===== src/rtl/ripple_carry_adder_4bit.sv =====
// ripple_carry_adder_4bit
//   Registered 4-bit ripple-carry adder with carry-in and a valid bit.
//   The result is {Carry,Sum} = A + B + Cin. Ovf flags two's-complement
//   overflow. All outputs appear one clock after their operands are sampled.
//
// Ports
//   clk        system clock, rising-edge active
//   rst        synchronous reset, active-high; clears all outputs
//   A, B       4-bit addends (unsigned, also read as two's complement)
//   Cin        carry into bit 0
//   in_valid   A/B/Cin carry a real operation this cycle
//   Sum        registered sum bits [3:0]
//   Carry      registered carry out of bit 3
//   Ovf        registered signed overflow (carry into bit 3 ^ carry out of bit 3)
//   out_valid  Sum/Carry/Ovf hold the result of a valid operation
module ripple_carry_adder_4bit (
    input  logic       clk,
    input  logic       rst,
    input  logic [3:0] A,
    input  logic [3:0] B,
    input  logic       Cin,
    input  logic       in_valid,
    output logic [3:0] Sum,
    output logic       Carry,
    output logic       Ovf,
    output logic       out_valid
);

    // c[i] is the carry into bit i; c[4] is the carry out of bit 3.
    logic [4:0] c;
    logic [3:0] s;
    logic       ovf_comb;

    assign c[0] = Cin;

    full_adder fa0 (.a(A[0]), .b(B[0]), .ci(c[0]), .s(s[0]), .co(c[1]));
    full_adder fa1 (.a(A[1]), .b(B[1]), .ci(c[1]), .s(s[1]), .co(c[2]));
    full_adder fa2 (.a(A[2]), .b(B[2]), .ci(c[2]), .s(s[2]), .co(c[3]));
    full_adder fa3 (.a(A[3]), .b(B[3]), .ci(c[3]), .s(s[3]), .co(c[4]));

    assign ovf_comb = c[3] ^ c[4];

    // Result registers load every cycle regardless of in_valid; consumers
    // qualify them with out_valid.
    always_ff @(posedge clk) begin
        if (rst) begin
            Sum       <= '0;
            Carry     <= 1'b0;
            Ovf       <= 1'b0;
            out_valid <= 1'b0;
        end else begin
            Sum       <= s;
            Carry     <= c[4];
            Ovf       <= ovf_comb;
            out_valid <= in_valid;
        end
    end

endmodule

// full_adder
//   One-bit full adder used as a ripple stage.
//   a, b   operand bits
//   ci     carry in
//   s      sum bit
//   co     carry out
module full_adder (
    input  logic a,
    input  logic b,
    input  logic ci,
    output logic s,
    output logic co
);

    logic p;

    // p is the propagate term: the incoming carry passes through when a != b.
    assign p  = a ^ b;
    assign s  = p ^ ci;
    assign co = (a & b) | (ci & p);

endmodule


===== config.mk =====
export PLATFORM = sky130hd
export DESIGN_NAME = ripple_carry_adder_4bit
export DESIGN_NICKNAME = d
export VERILOG_FILES = /design/src/rtl/ripple_carry_adder_4bit.sv
export SDC_FILE = /design/constraint.sdc
export NUM_CORES = 1
export LEC_CHECK = 0
export ABC_AREA = 1
export BUFFER_PORTS_ARGS = -buffer_cell sky130_fd_sc_hd__clkbuf_2
export CAP_MARGIN = 20
export CORE_AREA = 2 2 39 41
export DETAILED_ROUTE_END_ITERATION = 10
export DIE_AREA = 0 0 41 43
export GPL_TIMING_DRIVEN = 1
export MAX_ROUTING_LAYER = met4
export PLACE_DENSITY = 0.43
export SYNTH_ARGS = -nofsm -noshare
export SYNTH_HDL_FRONTEND = slang
export SYNTH_HIERARCHICAL = 1
export SYNTH_SLANG_ARGS = --single-unit

===== constraint.sdc =====
create_clock -name clk -period 2.9 [get_ports clk]
set_input_delay 0.58 -clock clk [delete_from_list [all_inputs] [get_ports clk]]
set_output_delay 0.58 -clock clk [all_outputs]
set_load 0.02 [all_outputs]

* Word-level counts from Yosys, hierarchy flattened *
Index checks and enable logic that the tools add are counted.

storage, ports and cells
  register bits = 7
  input bits = 12
  logic and storage cells = 25

cells by class
  bitwise gates (word level) = 21

operators by type and width
  operator           count
  bitwise XOR 1 bit  9
  AND 1 bit          8
  bitwise OR 1 bit   4

* Depth between registers and ports, before layout *
Gate-level depths: netlist of run 1.

  depth after elaboration = 10
  gate-level depth with buffers = 7
  gate-level depth less buffers = 7

* By module *
The synthesis of run 1 kept the hierarchy.

modules (own cells, without submodules)
  module                   instances  cells each  area an instance (um^2)
  ripple_carry_adder_4bit  1          24          205.2
  full_adder               4          1           20.0

* Least setup slack after synthesis of run 1 *
Ideal clock, no wire load.

  path kind = input to register
  start point = in A[0]
  end point = reg Ovf
  library setup time = 113 ps
  arrival time = 2375 ps
  required time = 2787 ps
  slack = 412 ps
  cell stages on the path = 6
  path buffers = 0
  path through = fa_1 > fa_1 > fa_1 > fa_1 > o21ai_1 > nor2_1

on the way
  word-level cells in the longest chain between the ends = 10

RTL lines
  item                  RTL line  source
  from (decl)           19        input logic [3:0] A,
  bitwise XOR 1 bit     78        assign p = a ^ b;
  AND 1 bit             80        assign co = (a & b) | (ci & p);
  bitwise OR 1 bit *    80
  AND 1 bit *           80
  bitwise OR 1 bit *    80
  net c[2]              30        logic [4:0] c;
  AND 1 bit *           80
  bitwise OR 1 bit *    80
  net c[3]              30
  AND 1 bit *           80
  bitwise OR 1 bit *    80
  net c[4]              30
  bitwise XOR 1 bit *   41        assign ovf_comb = c[3] ^ c[4];
  to (signal assigned)  54        Ovf <= ovf_comb;
  to (decl)             25        output logic Ovf,

Mark *: on every way through the listed nets, which the timed path passes. The rest lies on a longest branch.
A chain may end at the register's enable or synchronous reset.

* Final worst setup path of run 1 *
  start point = in A[0]
  end point = reg Ovf

on the way
  word-level cells in the longest chain between the ends = 10

RTL lines
  item                 RTL line
  bitwise XOR 1 bit    78
  AND 1 bit            80
  bitwise OR 1 bit *   80
  net c[1]             30
  AND 1 bit *          80
  bitwise OR 1 bit *   80
  net c[2]             30
  AND 1 bit *          80
  bitwise OR 1 bit *   80
  net c[3]             30
  AND 1 bit *          80
  bitwise OR 1 bit *   80
  net c[4]             30
  bitwise XOR 1 bit *  41

Marks and branches as above.

==> flow_summary.json, run 1 <==
{
  "outcome": "completed",
  "hold_viol_final": 0,
  "grt.total_usage_pct": 7.46,
  "area_growth_pct": 47.8,
  "route.detailed.drc": 0,
  "grt_overflow": 0,
  "syn_avg_cell_area_um2": 10.2,
  "layout-drive-gt1-share_pct": 44.0,
  "syn-instance-count": 28,
  "worstPathMaxFanout": 3,
  "cp_common_cell": "fa_1",
  "clockRootBuffer": "clkbuf_4",
  "ir_worst_vdd_uv": 242,
  "port_buffers": 18,
  "io_pins": 19,
  "synth-seq-cells": 7,
  "firstDrtPassIters": 1,
  "cp-end-kind": "flip-flop",
  "hpwlAfterDp_um": 422,
  "power.total_mw": 0.246,
  "final_max_slew_viol_count": 0,
  "antenna_found_initial": 0,
  "cts_resized": 0,
  "hold_buffers": 0,
  "required_ps": 3040,
  "dieArea_um2": 1760,
  "fp-row-count": 14,
  "synth.yosys.seq_area_share_pct": 49.1,
  "start_util_pct": 20.6,
  "cp_num_buf_inv": 1,
  "drt_wl_total_um": 474,
  "cts_htree_levels": 1,
  "clkSlewWorstSetupHoldPaths_ps": 50,
  "cp.arrival_ps": 2540,
  "avgRoutedWirePerCell_um": 7.18,
  "worstMarginPinSlew_ps": 147,
  "grt_start_max_net_pins": 8,
  "fin_nets": 67,
  "ant_nets": 0,
  "yosys_warnings": 6,
  "crit_path_start": "A[0]",
  "nFillCells": 167,
  "cp-start-kind": "primary input",
  "first_global_vias": 219,
  "relSlewSlack_pct": 90.2,
  "fin_crit_ps": 2410,
  "cp_top_family": "adder cells",
  "vias": 228,
  "die_x_um": 41,
  "hold_start": "in_valid",
  "cts_buffer_depth": 2,
  "layout_common_cells": "clkbuf_2, dfxtp_1, inv_1, nor2_1, fa_1",
  "setup_viol": 0,
  "cp_cell_sequence": "clkbuf_2 > fa_1 > fa_1 > fa_1 > fa_1 > o21ai_1 > nor2_1",
  "layout_commonest_cell": "clkbuf_2",
  "place_congestion": 0.610,
  "power_density_nw_per_um2": 584,
  "numCtsBuffers": 3,
  "finalCritPeriodShare_pct": 83.0,
  "n_antenna_cell": 0,
  "power.leakage_nw": 0.241,
  "coreArea_um2": 1380,
  "fin_tns_setup_ps": 0,
  "cts_setup_buffers": 0,
  "rsz0062_at_grt": "false",
  "synth_area_um2": 285,
  "grt_pass1_wl_um": 821,
  "fmax_mhz": 415,
  "cp_slowest_cell": "fa_1",
  "cts.sinks": 7,
  "hp-class": "primary input to flip-flop",
  "dieHeight_um": 43,
  "synth.distinct_cells": 7,
  "cts_tree": "done",
  "viasPerCell": 3.45,
  "worst-setup-path-type": "primary input to flip-flop",
  "maxCapViolations": 0,
  "first_iter_violations": 0,
  "syn_nets": 44,
  "critPathMaxStageDelay_ps": 430
}
[layer usage]
metal | track usage [%] | share of wire, % | vias to the layer above | wire length, um
met5 | - | 0 | - | 0
met4 | 0 | 0 | 0 | 0
met3 | 7.85 | 12 | 0 | 56
met2 | 10.6 | 49 | 9 | 233
met1 | 7.57 | 39 | 98 | 184
li1 | - | - | 121 | -
[stage by stage]
step	utilization, %	instances	setup WS (ps)	cell area [um^2]	hold slack (ps)
floorplan	-	28	412	285	651
global placement	28.6	62	237	395	784
detailed placement	28.6	62	221	395	778
CTS	30.5	66	486	422	517
global route	30.5	66	407	422	521
finish	30.5	66	493	422	526
[cells in the mapped netlist]
cell type / n / area [um^2]
dfxtp_1: 7 / 140
nand2_1: 1 / 3.75
nor2_1: 7 / 26.3
o21ai_1: 1 / 5.00
inv_1: 7 / 26.3
fa_1: 4 / 80.1
inv_2: 1 / 3.75
[registers in the layout (all words and copies together), names as in the netlist]
signal,count
Carry,1
Ovf,1
out_valid,1
Sum,4
[area by class of cell]
class                           instances  area [um^2]  share of cell area [%]
Clock buffer                            4         26.3                    6.23
Inverter                                8         30.0                    7.12
Multi-Input combinational cell         13          115                    27.3
Sequential cell                         7          140                    33.2
Tap cell                               16         20.0                    4.75
Timing Repair Buffer                   18         90.1                    21.4
[cells by family (layout without fill, tap and decap cells)]
family                   Yosys count  in the layout  share of synthesized area [%]
flip-flops                         7              7                           49.1
buffers and inverters              8             30                           10.5
adder cells (fa/ha/maj)            4              4                           28.1
AND/OR/NAND/NOR                    8              8                           10.5
AO/OA/AOI/OAI                      1              1                           1.75
[power by group]
group | internal [mW] | switching, mW | total [mW]
logic | 0.0219 | 0.0320 | 0.0539
clock network | 0.0522 | 0.0313 | 0.0835
registers | 0.106 | 0.00227 | 0.109
total | 0.181 | 0.0656 | 0.246
[worst paths after layout]
check	to	slack [ps]	cells past startpoint
worst max-delay path	Ovf	490	7
worst min-delay path	out_valid	530	3
Power figures use the tool's default switching activity.
==> inputs of run 2 (changes only) <==
--- a/config.mk
+++ b/config.mk
@@ -5,7 +5,7 @@
 export SDC_FILE = /design/constraint.sdc
 export NUM_CORES = 1
 export LEC_CHECK = 0
-export ABC_AREA = 1
+export ABC_AREA = 0
 export BUFFER_PORTS_ARGS = -buffer_cell sky130_fd_sc_hd__clkbuf_2
 export CAP_MARGIN = 20
 export CORE_AREA = 2 2 39 41
==> constraint.sdc (replaced) <==
create_clock -name clk -period 2.19 [get_ports clk]
set_input_delay 0.438 -clock clk [delete_from_list [all_inputs] [get_ports clk]]
set_output_delay 0.438 -clock clk [all_outputs]
set_load 0.02 [all_outputs]
==> run 2 against run 1 <==
  * Via count fell by 15%
  * First-iteration DRC count is the same
  * Critical endpoint is now Sum[3]
  * Final cell count fell by 14%
  * Total power is 34% higher
==> flow_summary.json, run 2 <==
{
  "yosysMostFrequentCell": "dfxtp_1",
  "cts_buffer_depth": 2,
  "grt_start_max_net_pins": 8,
  "synth.yosys.seq_area_share_pct": 51.4,
  "drt_wl_total_um": 444,
  "first_global_vias": 188,
  "cts_tree": "done",
  "fmax_mhz": 475,
  "synthMuxAreaShare_pct": 0,
  "cp_common_cell": "fa_2",
  "first_iter_violations": 0,
  "io_pins": 19,
  "regMostFlops": "Sum",
  "outcome": "completed",
  "layout_common_cells": "clkbuf_2, dfxtp_1, nor2b_1",
  "worstPathMaxFanout": 2,
  "setup_viol": 0,
  "wl_met1_um": 129,
  "maxCapViolations": 0,
  "start_util_pct": 19.7,
  "rsz0062_at_grt": "false",
  "route.detailed.drc": 0,
  "syn-instance-count": 19,
  "top_layer": "met3",
  "power_density_nw_per_um2": 775,
  "fp-row-count": 14,
  "synthArstFlopShare_pct": 0,
  "relSlewSlack_pct": 91.7,
  "largest_reg_flops": 4,
  "cts_htree_levels": 1,
  "ant_nets": 0,
  "cp_top_family": "adder cells",
  "synth_compound_area_share_pct": 0,
  "worstMarginPinSlew_ps": 123,
  "hold_buffers": 0,
  "area_growth_pct": 56.4,
  "wl_met3_um": 63,
  "fin_nets": 58,
  "synth_fa_ha_area_share_pct": 29.4,
  "cts.sinks": 7,
  "synth_top_area_share_pct": 51.4,
  "avgRoutedWirePerCell_um": 7.79,
  "numCtsBuffers": 3,
  "fin_crit_ps": 2100,
  "firstDrtPassIters": 1,
  "synth_top_family_by_area": "adder cells",
  "yosys_warnings": 6,
  "yosysTopAreaCell": "dfxtp_1",
  "viasPerCell": 3.40,
  "antenna_found_initial": 0,
  "synth_simple_gate_area_share_pct": 16.1,
  "cts_setup_buffers": 0,
  "coreArea_um2": 1380,
  "vias": 194,
  "cp.arrival_ps": 2280,
  "synth.distinct_cells": 5,
  "critPathMaxStageDelay_ps": 530,
  "required_ps": 2370,
  "synth_xor_area_share_pct": 3.21,
  "place_congestion": 0.560,
  "hold_viol_final": 0,
  "fin_area_um2": 427,
  "n_antenna_cell": 0,
  "power.leakage_nw": 0.198,
  "finalCritPeriodShare_pct": 96.0,
  "die_x_um": 41,
  "placedInstanceArea_um2": 393,
  "met2_length_um": 251,
  "synth_area_um2": 273,
  "cp_num_buf_inv": 1,
  "synth_edf_count": 0,
  "hp-class": "primary input to flip-flop",
  "dieArea_um2": 1760,
  "layout-drive-gt1-share_pct": 65.9,
  "cp-start-kind": "primary input",
  "clockRootBuffer": "clkbuf_4",
  "hpwlAfterDp_um": 399,
  "cp_cell_sequence": "clkbuf_2 > fa_2 > fa_2 > fa_2 > fa_2 > nor2b_1",
  "worst-setup-path-type": "primary input to flip-flop",
  "syn_avg_cell_area_um2": 14.4,
  "cp-end-kind": "flip-flop",
  "synth-seq-cells": 7,
  "synth.top_cells.by_count": "dfxtp_1, nor2b_1, fa_1",
  "port_buffers": 18,
  "layout_commonest_cell": "clkbuf_2",
  "cp_slowest_cell": "fa_2",
  "worst_slack_ps": 86.8,
  "final_max_slew_viol_count": 0,
  "ir_worst_vdd_uv": 171,
  "grt_pass1_wl_um": 607,
  "syn_nets": 35,
  "synthFlopType": "dfxtp_1",
  "clkSlewWorstSetupHoldPaths_ps": 50,
  "grt.total_usage_pct": 5.92,
  "place_ws_ps": -218,
  "grt_overflow": 0,
  "synth_area_leaders": "dfxtp_1, fa_1, nor2b_1",
  "dieHeight_um": 43
}
==> run 2: what timing repair did <==
action	in CTS	in global routing
resized for setup	0	1
setup endpoints to repair	0	2
hold endpoints to repair	0	0
==> run 2: final timing paths <==
path  startpoint         to  slack, ps  cells after the start
max          Cin     Sum[3]         90                      6
min     in_valid  out_valid        400                      2
==> run 2: per-stage QoR <==
step,std cells,power [mW],utilization [%],setup TNS [ps],hold WS (ps)
after floorplan,19,0.190,-,-92.6,505
after global placement,53,0.220,28.4,-507,651
after detailed placement,53,0.222,28.4,-556,653
after CTS,57,0.335,30.3,0,396
after global routing,57,0.348,30.8,0,398
final,57,0.330,30.8,0,404
==> run 2: layer usage <==
layer	up-vias	global-route usage, %
li1	100	-
met1	84	4.30
met2	10	8.44
met3	0	0
met4	0	11.3
met5	-	-
==> run 2: cells by family after synthesis <==
group         after synthesis
simple gates                7
xor+xnor                    1
fa+ha+maj                   4
flops                       7
==> run 2: power by group <==
part | leakage, nW | switching [mW] | internal, mW | total [mW]
registers | 0.0583 | 0.00288 | 0.141 | 0.144
clock network | 0.0150 | 0.0410 | 0.0691 | 0.110
logic | 0.125 | 0.0405 | 0.0356 | 0.0761
total | 0.198 | 0.0844 | 0.246 | 0.330
==> run 2: cell type report <==
class,count,area (um^2)
well taps,16,20.0
flip-flops and latches,7,140
repair buffers,18,90.1
fillers,155,957
clock buffers,4,26.3
multi-input cells,12,150
==> inputs of run 3 (changes only) <==
--- a/config.mk
+++ b/config.mk
@@ -13,7 +13,7 @@
 export DIE_AREA = 0 0 41 43
 export GPL_TIMING_DRIVEN = 1
 export MAX_ROUTING_LAYER = met4
-export PLACE_DENSITY = 0.43
+export PLACE_DENSITY = 0.56
 export SYNTH_ARGS = -nofsm -noshare
 export SYNTH_HDL_FRONTEND = slang
 export SYNTH_HIERARCHICAL = 1
==> run 3 against run 2 <==
  * Sequential share of layout area down 0.57 points
  * Die area unchanged
  * Global-route usage up 0.73 points
  * Clock-buffer cell count unchanged
  * Combinational power up 3.7%
  * Wire length down 6.3%
  * Non-clock buffer count up 1
==> flow_summary.json, run 3 (synthesis results as in run 2) <==
{
  "pwr-share-seq_pct": 43.5,
  "area_growth_pct": 59.2,
  "clkSlewWorstSetupHoldPaths_ps": 50,
  "cts_buffer_depth": 2,
  "cp_slowest_cell": "fa_2",
  "io_pins": 19,
  "port_buffers": 18,
  "antenna_found_initial": 0,
  "grt_overflow": 0,
  "relSlewSlack_pct": 90.5,
  "fin_area_um2": 434,
  "cp_num_buf_inv": 1,
  "regMostFlops": "Sum",
  "avgRoutedWirePerCell_um": 7.17,
  "dieHeight_um": 43,
  "whs_ps": 419,
  "coreArea_um2": 1380,
  "hpwlAfterDp_um": 392,
  "worstMarginPinSlew_ps": 142,
  "p_switching_mw": 0.0848,
  "final_core_util_pct": 31.4,
  "dieArea_um2": 1760,
  "cp_top_family": "adder cells",
  "p_int_mw": 0.248,
  "grt.total_usage_pct": 6.65,
  "power_density_nw_per_um2": 767,
  "layout_common_cells": "clkbuf_2, dfxtp_1, nor2b_1",
  "numCtsBuffers": 3,
  "instances_no_fill": 58,
  "fin_crit_ps": 2110,
  "cp-start-kind": "primary input",
  "largest_reg_flops": 4,
  "worst-setup-path-type": "primary input to flip-flop",
  "cp_common_cell": "fa_2",
  "hp-class": "primary input to flip-flop",
  "place_congestion": 0.527,
  "grt_start_max_net_pins": 8,
  "cp_cell_sequence": "clkbuf_2 > fa_2 > fa_2 > fa_2 > fa_2 > nor2b_1",
  "cts_htree_levels": 1,
  "placedInstanceArea_um2": 400,
  "fin_tns_setup_ps": 0,
  "power.leakage_nw": 0.203,
  "start_util_pct": 19.7,
  "worst_slack_ps": 76.6,
  "cp.arrival_ps": 2290,
  "fin_nets": 59,
  "setup_viol": 0,
  "power.total_mw": 0.333,
  "place_ws_ps": -210,
  "comb_power_share_pct": 23.7,
  "hold_viol_final": 0,
  "fmax_mhz": 473,
  "required_ps": 2370,
  "ant_nets": 0,
  "clockRootBuffer": "clkbuf_4",
  "final_max_slew_viol_count": 0,
  "n_antenna_cell": 0,
  "outcome": "completed",
  "route.detailed.drc": 0,
  "worstPathMaxFanout": 2,
  "finalCritPeriodShare_pct": 96.5,
  "swShare_pct": 25.4,
  "power.share.clock_pct": 32.8,
  "maxCapViolations": 0,
  "cts.sinks": 7,
  "top_usage_layer": "met1",
  "cts_tree": "done",
  "gr-usage-met1_pct": 8.97,
  "grt_util_met3_pct": 3.14,
  "seq_area_um2": 140,
  "ir_worst_vdd_uv": 156,
  "dp.cells": 54,
  "multi_input_area_um2": 150,
  "nFillCells": 150,
  "vias": 205,
  "viasPerCell": 3.53,
  "grt_pass1_wl_um": 724,
  "layout-drive-gt1-share_pct": 66.7,
  "die_x_um": 41,
  "cp-end-kind": "flip-flop",
  "gr-usage-met2_pct": 6.88,
  "rsz0062_at_grt": "false",
  "hold_buffers": 0,
  "fp-row-count": 14,
  "firstDrtPassIters": 1,
  "layout_commonest_cell": "clkbuf_2",
  "drt_wl_total_um": 416,
  "critPathMaxStageDelay_ps": 520,
  "first_iter_violations": 0,
  "first_global_vias": 188
}
-- run 3: cell types whose count changed in the layout (fill, tap and decap cells not counted) --
cell | previous run | this run
buf_4 | 0 | 1
-- run 3: area by class of cell --
type	instances	share of cell area [%]
clock buffers	4	6.05
multi-input cells	12	34.6
flip-flops and latches	7	32.3
well taps	16	4.61
repair buffers	19	22.5
-- run 3: path summary, 6_finish.rpt --
kind	from	endpoint	slack, ps	cells after the start
setup / recovery	A[0]	Sum[3]	80	6
hold / removal	in_valid	out_valid	420	2
-- run 3: power by group through the flow --
stage / registers (mW) / clock network [mW] / logic (mW)
floorplan: 0.165 / 0 / 0.0251
CTS: 0.145 / 0.116 / 0.0776
global route: 0.146 / 0.125 / 0.0906
detailed placement: 0.148 / 0 / 0.0775
global placement: 0.147 / 0 / 0.0759
finish: 0.145 / 0.109 / 0.0789
-- run 3: per-layer routing --
| layer | part of all wire [%] | routed length [um] | vias up |
|---|---|---|---|
| met2 | 39 | 163 | 16 |
| li1 | - | - | 105 |
| met4 | 0 | 0 | 0 |
| met1 | 44 | 184 | 84 |
| met3 | 16 | 68 | 0 |
| met5 | 0 | 0 | - |
-- run 3: what timing repair did --
| action | 4_1_cts | 5_1_grt |
|---|---|---|
| setup buffers | 0 | 0 |
| resized for setup | 0 | 1 |
| endpoints found under the setup margin | 0 | 2 |
